<file path="config.mk">
export PLATFORM = sky130hd
export DESIGN_NAME = updown_mod_counter
export DESIGN_NICKNAME = d
export VERILOG_FILES = /design/src/rtl/counter_pkg.sv /design/src/rtl/count_prescaler.sv /design/src/rtl/updown_mod_counter.sv
export SDC_FILE = /design/constraint.sdc
export NUM_CORES = 1
export LEC_CHECK = 0
export CAP_MARGIN = 40
export CORE_UTILIZATION = 30
export DETAILED_ROUTE_END_ITERATION = 10
export PLACE_DENSITY = 0.64
export SYNTH_ARGS = -nofsm -noshare
export SYNTH_HDL_FRONTEND = slang
export SYNTH_SLANG_ARGS = --single-unit
</file>
<file path="constraint.sdc">
create_clock -name clk -period 2.05 [get_ports clk]
set_input_delay 0.205 -clock clk [delete_from_list [all_inputs] [get_ports clk]]
set_output_delay 0.205 -clock clk [all_outputs]
set_load 0.03 [all_outputs]
</file>
<file path="src/rtl/counter_pkg.sv">
// counter_pkg: direction and boundary-mode encodings shared by the counter slice
package counter_pkg;
  localparam logic DIR_UP = 1'b1;
  localparam logic DIR_DOWN = 1'b0;
  localparam logic MODE_WRAP = 1'b0;
  localparam logic MODE_SAT = 1'b1;
endpackage

</file>
<file path="src/rtl/count_prescaler.sv">
// count_prescaler: emits one step per PRESCALE enabled cycles
// ports: clk, reset (async, active-high), en (advances phase), sync_clr (phase to 0), step (out)
module count_prescaler #(
  parameter int PRESCALE = 1
) (
  input  logic clk,
  input  logic reset,
  input  logic en,
  input  logic sync_clr,
  output logic step
);
  generate
    if (PRESCALE == 1) begin : g_bypass
      assign step = en;
    end else begin : g_div
      localparam int PW = $clog2(PRESCALE);
      localparam logic [PW-1:0] LAST = PW'(PRESCALE - 1);
      logic [PW-1:0] phase;
      assign step = en && phase == LAST;
      always_ff @(posedge clk or posedge reset)
        if (reset) phase <= '0;
        else if (sync_clr) phase <= '0;
        else if (en) phase <= step ? '0 : phase + 1'b1;
    end
  endgenerate
endmodule

</file>
<file path="src/rtl/updown_mod_counter.sv">
// updown_mod_counter: up/down modulo counter with wrap/saturate, prescaler, tc, sticky ovf, compare
// ports: clk, reset (async, active-high), en, up_dn, sat_mode, clr, load, load_val, cmp_val
//        -> q (registered), tc (registered strobe), ovf (registered sticky), match (q == cmp_val)
module updown_mod_counter
  import counter_pkg::*;
#(
  parameter int WIDTH = 3,
  parameter int MAX_VAL = (1 << WIDTH) - 1,
  parameter int PRESCALE = 1
) (
  input  logic             clk,
  input  logic             reset,
  input  logic             en,
  input  logic             up_dn,
  input  logic             sat_mode,
  input  logic             clr,
  input  logic             load,
  input  logic [WIDTH-1:0] load_val,
  input  logic [WIDTH-1:0] cmp_val,
  output logic [WIDTH-1:0] q,
  output logic             tc,
  output logic             ovf,
  output logic             match
);
  localparam logic [WIDTH-1:0] MAX = WIDTH'(MAX_VAL);
  logic step, up, sat, at_bound;
  logic [WIDTH-1:0] nxt, ld;
  count_prescaler #(.PRESCALE(PRESCALE)) u_pre (
    .clk(clk), .reset(reset), .en(en), .sync_clr(clr | load), .step(step)
  );
  assign up = up_dn == DIR_UP;
  assign sat = sat_mode == MODE_SAT;
  assign at_bound = up ? q == MAX : q == '0;
  // at the boundary, wrap jumps to the opposite end while saturate holds
  always_comb begin
    nxt = up ? (at_bound ? (sat ? MAX : '0) : q + 1'b1)
             : (at_bound ? (sat ? '0 : MAX) : q - 1'b1);
    ld = load_val > MAX ? MAX : load_val;
  end
  always_ff @(posedge clk or posedge reset)
    if (reset) begin
      q <= '0;
      tc <= 1'b0;
      ovf <= 1'b0;
    end else if (clr) begin
      q <= '0;
      tc <= 1'b0;
      ovf <= 1'b0;
    end else if (load) begin
      q <= ld;
      tc <= 1'b0;
    end else if (step) begin
      q <= nxt;
      tc <= at_bound;
      ovf <= ovf | at_bound;
    end else tc <= 1'b0;
  assign match = q == cmp_val;
endmodule

</file>
==> results of run 1 <==
power by group through the flow:
stage | clock (mW) | sequential, mW | combinational, mW
4_1_cts | 0.117 | 0.115 | 0.120
3_3_place_gp | 0 | 0.117 | 0.119
3_5_place_dp | 0 | 0.116 | 0.120
6_report | 0.117 | 0.115 | 0.119
2_1_floorplan | 0 | 0.127 | 0.0554
5_1_grt | 0.119 | 0.117 | 0.133
synth_stat cells, types with 2 or more instances:
cell type / n
dfrtp_1: 5
inv_1: 5
nand2_1: 5
nor2_1: 5
a21oi_1: 4
ha_1: 4
nor3_1: 3
xor2_1: 3
mux2i_1: 2
o22ai_1: 2
registers in the layout (all words and copies together), names as in the netlist:
| name | cells |
|---|---|
| ovf | 1 |
| q | 3 |
| tc | 1 |
cells in the final DEF, fill, tap and decap left out:
| master | synthesis | final |
|---|---|---|
| xor2_1 | 3 | 3 |
| o211ai_1 | 1 | 1 |
| clkdlybuf4s50_1 | 0 | 18 |
| nor2_1 | 5 | 5 |
| o2111ai_1 | 1 | 1 |
| a211o_1 | 1 | 1 |
| o22ai_1 | 2 | 2 |
| ha_1 | 4 | 4 |
| and2_1 | 1 | 1 |
| nand2_1 | 5 | 5 |
| dfrtp_1 | 5 | 5 |
| a31oi_2 | 1 | 1 |
| or2_2 | 1 | 1 |
| nand2b_1 | 1 | 1 |
| clkbuf_1 | 0 | 1 |
| mux2i_1 | 2 | 2 |
| clkbuf_4 | 0 | 3 |
| a21oi_1 | 4 | 4 |
| o31ai_1 | 1 | 1 |
| nor3_1 | 3 | 3 |
| a211oi_1 | 1 | 1 |
| nor3b_1 | 1 | 1 |
| o32ai_1 | 1 | 1 |
| inv_1 | 5 | 5 |
routing by layer:
| metal | vias to the layer above | routed length, um |
|---|---|---|
| met5 | - | 0 |
| met4 | 0 | 0 |
| met3 | 0 | 16 |
| met2 | 9 | 484 |
| met1 | 204 | 436 |
| li1 | 218 | - |
cells by family (layout without fill, tap and decap cells):
group | count (synthesis) | in the layout | synth area share (%)
simple gates | 17 | 17 | 18.75
compound gates | 13 | 13 | 22.32
buf+inv | 6 | 27 | 6.251
flops | 5 | 5 | 29.76
fa+ha+maj | 4 | 4 | 11.91
xor+xnor | 3 | 3 | 6.251
mux | 2 | 2 | 4.762
area by class of cell:
type,count,area (um2)
flip-flops and latches,5,125.1
inverters,5,18.77
multi-input cells,39,269.0
repair buffers,18,180.2
fillers,145,663.1
well taps,15,18.77
clock buffers,4,26.28
final timing paths:
path                       startpoint    end  slack, ns  cells after the start
max                              q[0]  match       0.11                      3
max reg2reg                      q[0]   q[0]       0.34                      6
min in group clk                  ovf    ovf       0.54                      2
min                             reset   q[2]       0.16                      2
max in group asynchronous       reset     tc       1.72                      2
min reg2reg                       ovf    ovf       0.54                      2
through the flow:
stage	instances	util [%]	cell area (um2)	setup slack [ns]	total power, mW
final	86	49.04	638.1	0.1127	0.3514
after global routing	86	49.04	638.1	0.01115	0.3683
after CTS	86	49.04	638.1	0.1060	0.3515
after detailed placement	82	47.02	611.8	0.1995	0.2363
after global placement	82	47.02	611.8	0.2192	0.2356
after floorplan	50	-	420.4	0.3127	0.1828
==> out/results.tsv, run 1 <==
metric	value	unit
clock_path_buffers	2	
clock_sinks	5	
num_vias	431	
cp_max_fo	5	
max_freq	516.2	MHz
pwr-share-clk	33.4	%
final.period_utilization	94.50	%
slowest_delay	0.69	ns
syn_area	420.4	um2
grt_pass1_wl	1587	um
initial_core_util	32.31	%
post_drt_wl_per_cell	10.88	um
hold_violations	0	
grt_pass1_vias	398	
drc	0	
synth_cell_type_count	22	
synth_enable_flop_cells	0	
grt_max_degree	11	
synth_seq_cells	5	
dr.pass1.iters	4	
switching_power	0.1132	mW
leakage	0.2740	nW
clockRootBuffer	clkbuf_4	
cp.arrival	1.73	ns
port_buffers	18	
crit_family	buffers and inverters	
finalHoldWorstSlack	0.1576	ns
synth_seq_area_share	29.76	%
post_cts_buffers	0	
clk_latency	0.24	ns
dp_hpwl	775.2	um
cts_buffers	3	
cts_tree	yes	
clkTransAtPathRegs	0.05	ns
netlist_instances	50	
vias_per_cell	5.012	
maxCapViolations	0	
comb_power_share	33.8	%
core_region_area	1301	um2
rows	13	
synth_area_per_cell	8.408	um2
path_cells	xor2_1, nor3_1, clkdlybuf4s50_1	
synthFlopType	dfrtp_1	
critPathRequiredTime	1.85	ns
tns	0	ns
io_pins	19	
synthToLayoutAreaGrowth	51.79	%
cts_resized	0	
drt_iter0_markers	8	
ir_drop	0.0002426	V
antenna_found_initial	0	
finalMaxSlewViolations	0	
ant_nets	0	
crit_buf_inv	1	
grt.busiest_layer	met2	
seq_power_share	32.8	%
die_h	39.44	um
track_usage	14.76	%
drive_above_1_share	7.042	%
end_kind	output pin	
yosysWarningCount	0	
die_area	1555	um2
tightestPinTransition	0.3204	ns
finalClockSkew	0.003431	ns
rsz0062_at_grt	false	
final_nets	89	
grt.met2_usage	25.00	%
yosys.area.top_type	dfrtp_1	
place.gp.congestion	0.6965	
async_flop_share	100.0	%
finalSetupViolCount	0	
synth_top_area_share	29.76	%
period_needed	1.937	ns
worst-setup-path-type	register to output pin	
die_w	39.44	um
slowest_stage	clkdlybuf4s50_1	
status	finished, final reports clean	
synthTopCellsByArea	dfrtp_1, ha_1, xor2_1, a21oi_1, mux2i_1	
timing.slew.headroom	78.57	%
synth_fp_nets	67	
grt_use_met3	0	%
num_antenna_cells	0	
ctsHoldBuffers	0	
cp-start-kind	register	
wl	936	um
p_sw_share	32.20	%
gr-usage-met1	19.93	%
p_per_area	550.7	nW/um2
p_int	0.2383	mW
grt-ovfl-total	0	
htree_levels	1	
hold_class	input pin to async pin	
(Power assumes the default switching activity.)
==> inputs of run 2 (changes only) <==
Settings changed: ABC_AREA from default to 1, PLACE_DENSITY 0.64 to 0.62.
==> run 2 against run 1 <==
Against the previous run: cell area grew 10%; sequential share of layout area shrank 1.8 points; sequential power is essentially flat; combinational power grew 34%; register-to-register slack gained 0.29 ns; total power grew 8.5%; core utilization shrank 2.4 points; area after synthesis grew 15%; worst setup slack gained 0.048 ns; synthesized cell count grew 44%; final cell count grew 28%; first-iteration DRC count shrank 13%; critical endpoint unchanged; largest cell class unchanged; highest routed layer is now met4.
==> out/results.tsv, run 2 <==
metric	value	unit
status	finished, final reports clean	
end_kind	output pin	
regMostFlops	q	
finalMaxSlewViolations	0	
grt_pass1_wl	1966	um
fin_area	703.2	um2
io_pins	19	
clkTransAtPathRegs	0.04	ns
async_flop_share	100.0	%
timing.slew.headroom	76.01	%
netlist_instances	72	
drt_iter0_markers	7	
dr.pass1.iters	4	
synthToLayoutAreaGrowth	45.60	%
hold_class	input pin to async pin	
max_freq	529.3	MHz
critPathRequiredTime	1.85	ns
final.period_utilization	92.16	%
finalSetupViolCount	0	
track_usage	14.09	%
leakage	0.3529	nW
synth_fp_nets	89	
tightestPinTransition	0.3570	ns
largestRegisters	q x3, ovf x1, tc x1	
synth_top_area_share	25.91	%
die_area	1775	um2
drc	0	
cp_max_fo	5	
die_h	42.13	um
cp-start-kind	register	
num_antenna_cells	0	
critPathLaunch	q[1]	
layout_commonest_cell	clkdlybuf4s50_1	
die_w	42.13	um
period_needed	1.889	ns
yosysMostFrequentCell	nand2_1	
synthTopCellsByArea	dfrtp_1, nand2_1, ha_1, nand3_1, inv_1	
syn_area	483.0	um2
ant_nets	0	
antenna_found_initial	0	
yosysWarningCount	0	
rows	14	
rsz0062_at_grt	false	
post_cts_buffers	0	
worst-setup-path-type	register to output pin	
p_per_area	542.1	nW/um2
core_region_area	1506	um2
clk_latency	0.23	ns
tns	0	ns
maxCapViolations	0	
yosys.area.top_type	dfrtp_1	
place.gp.congestion	0.7659	
grt_pass1_vias	529	
cts_tree	yes	
grt-ovfl-total	0	
finalClockSkew	0.001857	ns
drive_above_1_share	10.64	%
synth_seq_area_share	25.91	%
ctsHoldBuffers	0	
synth_enable_flop_cells	0	
synthFlopType	dfrtp_1	
final_nets	112	
num_vias	504	
synth_cell_type_count	17	
dp_hpwl	820.9	um
reg2reg_from	q[0]	
netlist_top_cells_count	nand2_1, inv_1, nand3_1, dfrtp_1	
cts_buffers	3	
vias_per_cell	4.582	
cp.arrival	1.68	ns
largest_reg_flops	3	
final_cell_mix	clkdlybuf4s50_1, nand2_1, inv_1	
fin_total_pwr	0.3812	mW
grt_max_degree	10	
ir_drop	0.0001972	V
wl	1010	um
dpl-instance-area	676.9	um2
initial_core_util	32.06	%
synth_seq_cells	5	
synth_area_per_cell	6.708	um2
clock_sinks	5	
post_drt_wl_per_cell	9.182	um
port_buffers	18	
hold_violations	0	
htree_levels	1	
clockRootBuffer	clkbuf_4	
clock_path_buffers	2	
cts_resized	0	
[run 2: changes by cell type in the layout (fill, tap and decap cells not counted), sizes merged, moves of 2 or more]
| cell | change |
|---|---|
| inv | +9 |
| a21oi | -3 |
| o21ai | +3 |
| nand3 | +10 |
| nand2 | +15 |
| o22ai | -2 |
| mux2i | -2 |
[run 2: routing by layer]
metal	vias to the layer above	GRT usage (%)	part of all wire, %
li1	267	-	-
met1	222	16.40	48
met2	13	25.00	47
met3	2	3.017	4.4
met4	0	5.625	1.3
met5	-	0	0
[run 2: logic make-up (layout without fill, tap and decap cells)]
| kind of cell | Yosys count | count (layout) | synth area share, % |
|---|---|---|---|
| adders and majority gates | 4 | 4 | 10.36 |
| buffers and inverters | 15 | 37 | 13.73 |
| AOI/OAI and AO/OA | 6 | 6 | 6.994 |
| and+or+nand+nor | 38 | 38 | 35.75 |
| DFF | 5 | 5 | 25.91 |
| xor gates and xnor gates | 4 | 4 | 7.255 |
[run 2: through the flow]
| stage | setup WS [ns] | instances | utilization, % | hold slack [ns] |
|---|---|---|---|---|
| floorplan | 0.3026 | 72 | - | -0.01648 |
| global placement | 0.2306 | 106 | 44.93 | 0.4123 |
| detailed placement | 0.2048 | 106 | 44.93 | 0.4123 |
| CTS | 0.1495 | 110 | 46.68 | 0.1642 |
| global route | 0.07059 | 110 | 46.68 | 0.1902 |
| finish | 0.1607 | 110 | 46.68 | 0.1593 |
[run 2: worst paths after layout]
kind,end,slack [ns],depth (start not counted)
max reg2reg,q[2],0.63,9
min,q[2],0.16,2
max,match,0.16,3
min in group clk,ovf,0.50,2
max in group asynchronous,ovf,1.73,2
min reg2reg,ovf,0.50,2
[run 2: power by group]
group	switching [mW]	internal, mW
clock network	0.0344	0.0732
logic	0.0867	0.0724
registers	0.00781	0.107
total	0.129	0.252
[run 2: layout make-up]
type | instances | area (um2)
multi-input combinational | 52 | 291.5
inverter | 14 | 52.55
clock buffer | 4 | 26.28
timing repair buffer | 19 | 187.7
fill | 148 | 803.3
tap | 16 | 20.02
sequential | 5 | 125.1
[run 2: critical path, stage by stage (launching register included)]
cell and delay, ns:
dfrtp_1 0.42, xor2_1 0.18, nor3_1 0.16, clkdlybuf4s50_1 0.69
